[src/rtl/muldiv_seq.sv]
// Sequential multiply/divide unit owning HI/LO: 32 shift-add or restoring-divide
// iterations on operand magnitudes, with sign handling in PREP and FIX.
module muldiv_seq #(
  parameter int unsigned WIDTH = 32
) (
  input  logic             clk,
  input  logic             rst_n,
  input  logic             start,
  input  logic [1:0]       op,
  input  logic [WIDTH-1:0] a,
  input  logic [WIDTH-1:0] b,
  input  logic             hi_we,
  input  logic             lo_we,
  input  logic [WIDTH-1:0] wdata,
  output logic             busy,
  output logic             done,
  output logic             div_zero,
  output logic [WIDTH-1:0] hi,
  output logic [WIDTH-1:0] lo
);

  localparam int unsigned CW = $clog2(WIDTH);
  localparam logic [CW-1:0] LAST = CW'(WIDTH - 1);

  typedef enum logic [1:0] {S_IDLE, S_PREP, S_ITER, S_FIX} state_t;
  typedef enum logic [1:0] {
    OP_MULTU = 2'b00,
    OP_MULT  = 2'b01,
    OP_DIVU  = 2'b10,
    OP_DIV   = 2'b11
  } op_t;

  state_t             state_q;
  op_t                op_q;
  logic [WIDTH-1:0]   a_q, b_q;
  logic [WIDTH-1:0]   mag_a_q, mag_b_q;
  logic [2*WIDTH-1:0] acc_q;
  logic [CW-1:0]      cnt_q;
  logic               neg_quo_q, neg_rem_q, dz_q;
  logic [WIDTH-1:0]   hi_q, lo_q;
  logic               busy_q, done_q, div_zero_q;

  logic               is_div, is_signed;
  logic [WIDTH-1:0]   mag_a_d, mag_b_d;
  logic               b_zero_d;
  logic [WIDTH:0]     mul_sum;
  logic [2*WIDTH-1:0] mul_acc_d, div_acc_d, prod_d;
  logic [WIDTH:0]     rem_sh, trial;
  logic               fits;
  logic [WIDTH-1:0]   quo_d, rem_d, fix_hi_d, fix_lo_d;

  assign is_div    = (op_q == OP_DIVU) || (op_q == OP_DIV);
  assign is_signed = (op_q == OP_MULT) || (op_q == OP_DIV);

  always_comb begin
    mag_a_d  = (is_signed && a_q[WIDTH-1]) ? -a_q : a_q;
    mag_b_d  = (is_signed && b_q[WIDTH-1]) ? -b_q : b_q;
    b_zero_d = is_div && (b_q == '0);

    // Multiply: acc upper half accumulates, multiplier bits consumed from mag_b_q
    mul_sum   = {1'b0, acc_q[2*WIDTH-1:WIDTH]} + (mag_b_q[0] ? {1'b0, mag_a_q} : '0);
    mul_acc_d = {mul_sum, acc_q[WIDTH-1:1]};

    // Divide: dividend bits enter from mag_a_q; remainder < 2*divisor, so a
    // 33-bit trial difference has a trustworthy sign bit
    rem_sh    = {acc_q[2*WIDTH-1:WIDTH], mag_a_q[WIDTH-1]};
    trial     = rem_sh - {1'b0, mag_b_q};
    fits      = ~trial[WIDTH];
    div_acc_d = {fits ? trial[WIDTH-1:0] : rem_sh[WIDTH-1:0], acc_q[WIDTH-2:0], fits};

    prod_d = neg_quo_q ? -acc_q : acc_q;
    quo_d  = neg_quo_q ? -acc_q[WIDTH-1:0] : acc_q[WIDTH-1:0];
    rem_d  = neg_rem_q ? -acc_q[2*WIDTH-1:WIDTH] : acc_q[2*WIDTH-1:WIDTH];

    if (dz_q) begin
      fix_hi_d = a_q;
      fix_lo_d = '1;
    end else if (is_div) begin
      fix_hi_d = rem_d;
      fix_lo_d = quo_d;
    end else begin
      fix_hi_d = prod_d[2*WIDTH-1:WIDTH];
      fix_lo_d = prod_d[WIDTH-1:0];
    end
  end

  always_ff @(posedge clk) begin
    if (!rst_n) begin
      state_q    <= S_IDLE;
      op_q       <= OP_MULTU;
      a_q        <= '0;
      b_q        <= '0;
      mag_a_q    <= '0;
      mag_b_q    <= '0;
      acc_q      <= '0;
      cnt_q      <= '0;
      neg_quo_q  <= 1'b0;
      neg_rem_q  <= 1'b0;
      dz_q       <= 1'b0;
      hi_q       <= '0;
      lo_q       <= '0;
      busy_q     <= 1'b0;
      done_q     <= 1'b0;
      div_zero_q <= 1'b0;
    end else begin
      done_q     <= 1'b0;
      div_zero_q <= 1'b0;
      if (state_q == S_IDLE) begin
        if (hi_we) hi_q <= wdata;
        if (lo_we) lo_q <= wdata;
      end
      case (state_q)
        S_IDLE: begin
          if (start) begin
            op_q    <= op_t'(op);
            a_q     <= a;
            b_q     <= b;
            busy_q  <= 1'b1;
            state_q <= S_PREP;
          end
        end
        S_PREP: begin
          mag_a_q   <= mag_a_d;
          mag_b_q   <= mag_b_d;
          neg_quo_q <= is_signed && (a_q[WIDTH-1] ^ b_q[WIDTH-1]);
          neg_rem_q <= is_signed && a_q[WIDTH-1];
          acc_q     <= '0;
          cnt_q     <= '0;
          dz_q      <= b_zero_d;
          state_q   <= b_zero_d ? S_FIX : S_ITER;
        end
        S_ITER: begin
          if (is_div) begin
            acc_q   <= div_acc_d;
            mag_a_q <= mag_a_q << 1;
          end else begin
            acc_q   <= mul_acc_d;
            mag_b_q <= mag_b_q >> 1;
          end
          cnt_q <= cnt_q + CW'(1);
          if (cnt_q == LAST) state_q <= S_FIX;
        end
        S_FIX: begin
          hi_q       <= fix_hi_d;
          lo_q       <= fix_lo_d;
          done_q     <= 1'b1;
          div_zero_q <= dz_q;
          busy_q     <= 1'b0;
          state_q    <= S_IDLE;
        end
        default: state_q <= S_IDLE;
      endcase
    end
  end

  assign busy     = busy_q;
  assign done     = done_q;
  assign div_zero = div_zero_q;
  assign hi       = hi_q;
  assign lo       = lo_q;

endmodule

[config.mk]
export PLATFORM = sky130hd
export DESIGN_NAME = muldiv_seq
export DESIGN_NICKNAME = d
export VERILOG_FILES = /design/src/rtl/muldiv_seq.sv
export SDC_FILE = /design/constraint.sdc
export NUM_CORES = 1
export LEC_CHECK = 0
export BUFFER_PORTS_ARGS = -buffer_cell sky130_fd_sc_hd__buf_2
export CORE_MARGIN = 5
export CORE_UTILIZATION = 62
export CTS_BUF_LIST = sky130_fd_sc_hd__clkbuf_4
export CTS_CLUSTER_SIZE = 12
export DETAILED_ROUTE_END_ITERATION = 10
export PLACE_DENSITY = 0.83
export SKIP_CTS_REPAIR_TIMING = 1
export SYNTH_ARGS = -nofsm -noshare
export SYNTH_HDL_FRONTEND = slang
export SYNTH_SLANG_ARGS = --single-unit
[constraint.sdc]
create_clock -name clk -period 4.7 [get_ports clk]
set_clock_uncertainty 0.05 [all_clocks]
set_input_delay 0.235 -clock clk [delete_from_list [all_inputs] [get_ports clk]]
set_output_delay 0.235 -clock clk [all_outputs]
set_load 0.03 [all_outputs]
==> qor.yml, run 1 <==
grt_max_degree: 104
floorplan.initialDensity_pct: 63.0
max_stage_delay_ps: 650
ys.flop_type: "dfxtp_1"
rrSetupSlack_ps: 660
vias: 19792
fin_setup_tns_ps: 0
yosysTopAreaCell: "dfxtp_1"
status: "finished, violations left"
relSlewSlack_pct: 19.4
synth.most_common_cell: "a21oi_1"
rsz0062_at_grt: "false"
ys_seq_elements: 271
r2r_start: "mag_a_q[31]$_SDFFE_PN0P_"
critPathLaunch: "mag_a_q[31]$_SDFFE_PN0P_"
insertion_delay_ps: 740
seqCellArea_mm2: 0.00543
syn2layout_area_growth_pct: 17.0
crit_required_ps: 5240
ant_nets: 0
grt_pass1_wl_um: 91900
max_cap_viol_count: 0
antenna_found_initial: 3
dpl.hpwl_um: 44800
cp-end-kind: "flop"
synth_common_cells: "a21oi_1 (337), nand2_1 (313), dfxtp_1 (271)"
crit_cells: 14
synth-seq-area-share_pct: 30.8
crit_end: "acc_q[54]$_SDFFE_PN0P_"
path_clk_slew_ps: 70
cts_buffers: 74
tightest_slew_ps: 1200
final_nets: 2754
finalHoldViolations: 1
violations: "negative hold slack"
worstPathCellList: "inv_1 -> ha_1 -> fa_1 -> nand2b_1 -> a21oi_1 -> o211ai_1 -> o21ai_0 -> nand2_1 -> a21o_1 -> a221oi_4 -> buf_4 -> buf_4 -> mux2i_1 -> o21ai_0"
whs_ps: -26.4
critPathMaxFanout: 14
clockBufferDepth: 3
crit_buf_inv: 3
place.gp.congestion: 1.03
finalCritPeriodShare_pct: 86.1
row_count: 61
synth_nets: 2522
synth_cell_types: 80
max_freq_mhz: 247
die_h_um: 179
min_period_ps: 4040
crit_path_start_kind: "flop"
drive_gt1_share_pct: 13.5
cts_sinks: 271
yosys_warnings: 0
cp_slowest_cell: "a221oi_4"
multiInputGateArea_mm2: 0.0113
crit_type: "reg2reg"
leakagePower_uw: 0.00837
synth_area_leaders: "dfxtp_1 (31%), a21oi_1 (9.6%), nand2_1 (6.7%), xnor2_1 (5.9%), ha_1 (5.3%)"
die-area_mm2: 0.0319
routed_wl_um: 65600
drt-pass1-iter-count: 8
portBuffers: 169
cts_tree: "done"
reg2reg_depth: 14
worstHoldPathType: "in2reg"
root_buffer: "clkbuf_4"
pin_count: 170
async_flop_share_pct: 0
synth.top_cell.area_share_pct: 30.8
grt_usage_pct: 36.4
drc: 0
critPathArrivalTime_ps: 4580
cp_top_family: "compound AO/OA/AOI/OAI gates"
grt_pass1_vias: 17063
synth_area_mm2: 0.0176
drt_iter0_drc: 2814
die_w_um: 179
syn_inst: 2342
core_area_mm2: 0.0279
post_drt_wl_per_cell_um: 21.9
fillers: 2173
r2r_end: "acc_q[54]$_SDFFE_PN0P_"
syn_avg_cell_area_um2: 7.52
synth-edff-count: 0
grt-ovfl-total: 0
powerDensity_mw_per_mm2: 493
avgViaCountPerCell: 6.60
slew_viol_final: 0
peakVddDrop_v: 0.000442
setup_viol: 0
h-tree-depth: 3
[kinds of logic after synthesis]
group	Yosys count	share of synthesized area, %
AOI/OAI and AO/OA	767	27.2
and+or+nand+nor	756	19.4
DFF	271	30.8
buffers and inverters	242	5.26
xor gates and xnor gates	170	8.46
adders and majority gates	77	5.56
muxes	59	3.37
[sequential cells by signal (all words and copies together), names as in the netlist]
signal	cells
a_q	32
acc_q	64
b_q	32
busy	1
cnt_q	5
div_zero	1
done	1
dz_q	1
hi	32
lo	32
mag_a_q	32
mag_b_q	32
neg_quo_q	1
neg_rem_q	1
op_q	2
state_q	2
[layer usage]
layer / up-vias / share of wire, % / GRT usage, %
li1: 8890 / - / -
met5: - / 0.041 / 0
met2: 1415 / 43 / 52.5
met3: 296 / 13 / 10.3
met1: 9187 / 39 / 51.4
met4: 4 / 4.9 / 14.1
[worst min path at each step]
stage	to	depth (start not counted)	slack (ps)	from
6_report	lo[1]$_SDFFE_PN0P_	5	-30	wdata[1]
2_1_floorplan	b_q[1]$_SDFFE_PN0P_	2	320	b[1]
4_1_cts	op_q[1]$_SDFFE_PN0P_	3	-330	op[1]
5_1_grt	lo[1]$_SDFFE_PN0P_	5	40	wdata[1]
3_3_place_gp	hi[10]$_SDFFE_PN0P_	2	390	hi[10]$_SDFFE_PN0P_
3_5_place_dp	hi[10]$_SDFFE_PN0P_	2	390	hi[10]$_SDFFE_PN0P_
[where the power goes]
part           internal (uW)  total (uW)  switching, uW
clock                   1100        2180           1080
sequential              2760        3240            485
combinational           1610        4720           3120
total                   5460       10100           4680
[stage by stage]
step	std cells	total power (uW)	util, %	cell area [um2]	setup WS [ps]
floorplan	2342	6360	-	17600	1200
global placement	2777	7610	66.9	18700	867
detailed placement	2777	7700	66.9	18700	771
CTS	2898	9830	70.2	19600	757
global route	2998	10600	73.7	20600	364
finish	2998	10100	73.7	20600	655
[placed cells by master (no fill, tap or decap), types with 9 or more instances in the layout]
master,count
a211oi_1,23
a21o_1,26
a21oi_1,337
a221oi_1,11
a22oi_1,18
a311oi_1,9
a31oi_1,22
and2_1,45
buf_2,169
buf_4,41
clkbuf_4,107
clkinv_1,9
dfxtp_1,270
dlygate4sd3_1,99
ha_1,74
inv_1,85
mux2i_1,57
nand2_1,312
nand2b_1,19
nand3_1,22
nand4_1,12
nor2_1,206
nor2b_1,14
nor3_1,42
nor4_1,23
o211ai_1,14
o21a_1,11
o21ai_0,116
o21bai_1,9
o221ai_1,68
o22ai_1,16
o31ai_1,20
o41ai_1,9
or3_1,20
or4_1,10
xnor2_1,118
xor2_1,52
[area by class of cell]
type,instances,area share [%]
repair buffers,310,10.5
flip-flops and latches,271,26.4
inverters,88,1.63
clock buffers,107,3.90
well taps,378,2.30
diodes,1,0.0122
clock inverters,14,0.510
multi-input cells,1829,54.8
[tightest hold or removal path: stages]
cell and delay [ps]:
buf_2 90, nor2_1 70, a311oi_1 200, a21oi_1 60, nor2_1 70
Power figures use the tool's default switching activity.
==> run 2: changes to the inputs <==
BUFFER_PORTS_ARGS = -buffer_cell sky130_fd_sc_hd__buf_4   (was -buffer_cell sky130_fd_sc_hd__buf_2)
GPL_TIMING_DRIVEN = 1   (was not set)
==> run 2 against run 1 <==
The flow now finishes without violations. Largest cell class unchanged. Critical path depth increased by 1. Setup slack lost 19 ps. Via count is 0.11% higher. Clock power increased by 2%.
==> qor.yml, run 2 (synthesis gave the netlist of run 1 again) <==
max_cap_viol_count: 0  # unchanged
status: "finished, final reports clean"  # was finished, violations left
routed_wl_um: 67600  # was 65,600 um
root_buffer: "clkbuf_4"  # unchanged
critPathArrivalTime_ps: 4670  # was 4580 ps
clockBufferDepth: 3  # unchanged
place.gp.congestion: 0.998  # was 1.03
post_drt_wl_per_cell_um: 22.5  # was 21.9 um
crit_type: "reg2reg"  # unchanged
cp_slowest_cell: "o32a_1"  # was a221oi_4
pwr-share-seq_pct: 31.4  # was 31.9%
tightest_slew_ps: 1250  # was 1200 ps
internal_power_uw: 5590  # was 5460 uW
die_w_um: 179  # unchanged
final_common_cell: "a21oi_1"  # unchanged
rsz0062_at_grt: "false"  # unchanged
post-place-ws_ps: 760  # was 771 ps
worstHoldPathType: "in2reg"  # unchanged
cts_tree: "done"  # unchanged
fillers: 2065  # was 2,173
core_area_mm2: 0.0279  # unchanged
clockPowerShare_pct: 21.4  # was 21.5%
drt-pass1-iter-count: 9  # was 8
peakVddDrop_v: 0.000482  # was 0.000442 V
cts_buffers: 73  # was 74
portBuffers: 169  # unchanged
row_count: 61  # unchanged
top_register: "acc_q"  # unchanged
multiInputGateArea_mm2: 0.0113  # unchanged
h-tree-depth: 3  # unchanged
die_h_um: 179  # unchanged
final_area_mm2: 0.0211  # was 0.0206 mm2
dpl.hpwl_um: 46700  # was 44,800 um
grt_pass1_wl_um: 96400  # was 91,900 um
max_freq_mhz: 246  # was 247 MHz
cts_sinks: 271  # unchanged
vias: 19813  # was 19,792
drc: 0  # unchanged
antenna_found_initial: 3  # unchanged
fin_setup_tns_ps: 0  # unchanged
drive_gt1_share_pct: 13.7  # was 13.5%
cp_top_family: "compound AO/OA/AOI/OAI gates"  # unchanged
leakagePower_uw: 0.00850  # was 0.00837 uW
powerDensity_mw_per_mm2: 493  # about the same
avgViaCountPerCell: 6.59  # was 6.60
slew_viol_final: 0  # unchanged
critPathMaxFanout: 33  # was 14
final_nets: 2756  # was 2,754
max_stage_delay_ps: 410  # was 650 ps
setup_viol: 0  # unchanged
die-area_mm2: 0.0319  # unchanged
min_period_ps: 4060  # was 4040 ps
crit_path_start_kind: "flop"  # unchanged
worstPathCellList: "buf_4 -> and2_1 -> ha_1 -> inv_1 -> fa_1 -> nor2b_1 -> o21a_1 -> a311o_1 -> o211ai_1 -> o32a_1 -> a31o_2 -> o21ai_0 -> a41oi_1 -> o221a_2 -> o22ai_1"  # was inv_1 -> ha_1 -> fa_1 -> nand2b_1 -> a21oi_1 -> o211ai_1 -> o21ai_0 -> nand2_1 -> a21o_1 -> a221oi_4 -> buf_4 -> buf_4 -> mux2i_1 -> o21ai_0
grt_usage_pct: 38.3  # was 36.4%
grt-ovfl-total: 0  # unchanged
cp-end-kind: "flop"  # unchanged
syn2layout_area_growth_pct: 19.6  # was 17.0%
crit_buf_inv: 2  # was 3
setup_ws_ps: 636  # was 655 ps
relSlewSlack_pct: 16.5  # was 19.4%
largest_reg_flops: 64  # unchanged
floorplan.initialDensity_pct: 63.0  # unchanged
insertion_delay_ps: 740  # about the same
p_switching_uw: 4780  # was 4680 uW
crit_required_ps: 5310  # was 5240 ps
drt_iter0_drc: 3009  # was 2,814
pin_count: 170  # unchanged
p_comb_share_pct: 47.2  # was 46.5%
grt_pass1_vias: 17126  # was 17,063
layout_common_cells: "a21oi_1 (337), nand2_1 (312), dfxtp_1 (270)"  # unchanged
path_clk_slew_ps: 70  # about the same
ant_nets: 0  # unchanged
postPlaceCellArea_mm2: 0.0191  # was 0.0187 mm2
swShare_pct: 46.1  # was 46.2%
finalCritPeriodShare_pct: 86.5  # was 86.1%
finalPower_uw: 10400  # was 10,100 uW
finalHoldViolations: 0  # was 1
seqCellArea_mm2: 0.00543  # unchanged
grt_max_degree: 121  # was 104
run 2: per-layer routing:
| layer | vias to the layer above | routed length, um | GRT usage, % |
|---|---|---|---|
| met3 | 287 | 8790 | 10.1 |
| met1 | 9129 | 26700 | 54.7 |
| met2 | 1503 | 28600 | 55.8 |
| li1 | 8892 | - | - |
| met5 | - | 11 | 0 |
| met4 | 2 | 3470 | 13.5 |
run 2: cell type report:
type | instances | share of cell area (%)
multi-input cells | 1829 | 53.6
well taps | 378 | 2.25
flip-flops and latches | 271 | 25.8
repair buffers | 313 | 12.3
inverters | 88 | 1.59
diodes | 3 | 0.0357
clock inverters | 13 | 0.505
clock buffers | 110 | 3.92
run 2: power by group through the flow:
stage | Sequential [uW] | Combinational (uW) | Clock [uW]
2_1_floorplan | 3420 | 2940 | 0
3_3_place_gp | 3240 | 4540 | 0
3_5_place_dp | 3270 | 4610 | 0
4_1_cts | 3210 | 4630 | 2200
5_1_grt | 3290 | 5210 | 2320
6_report | 3260 | 4890 | 2220
run 2: worst min-delay path, stage by stage:
cell      delay [ps]
buf_4            120
nor2_1           100
nor2_1           120
o21ai_0          170
a211oi_1          50
run 2: stage by stage:
| step | hold WS (ps) | utilization [%] | cells |
|---|---|---|---|
| final | 54.1 | 75.4 | 3005 |
| after detailed placement | 397 | 68.5 | 2780 |
| after CTS | -343 | 71.8 | 2903 |
| after global routing | 48.7 | 75.4 | 3004 |
| after floorplan | 321 | - | 2342 |
| after global placement | 391 | 68.5 | 2780 |
run 2: path summary, 6_finish.rpt:
kind,from,endpoint,slack [ps],cells past startpoint
setup reg to reg,mag_b_q[0]$_SDFFE_PN0P_,acc_q[63]$_SDFFE_PN0P_,640,15
setup / recovery,mag_b_q[0]$_SDFFE_PN0P_,acc_q[63]$_SDFFE_PN0P_,640,15
hold / removal,hi_we,hi[22]$_SDFFE_PN0P_,50,5
hold reg to reg,lo[26]$_SDFFE_PN0P_,lo[26]$_SDFFE_PN0P_,400,2
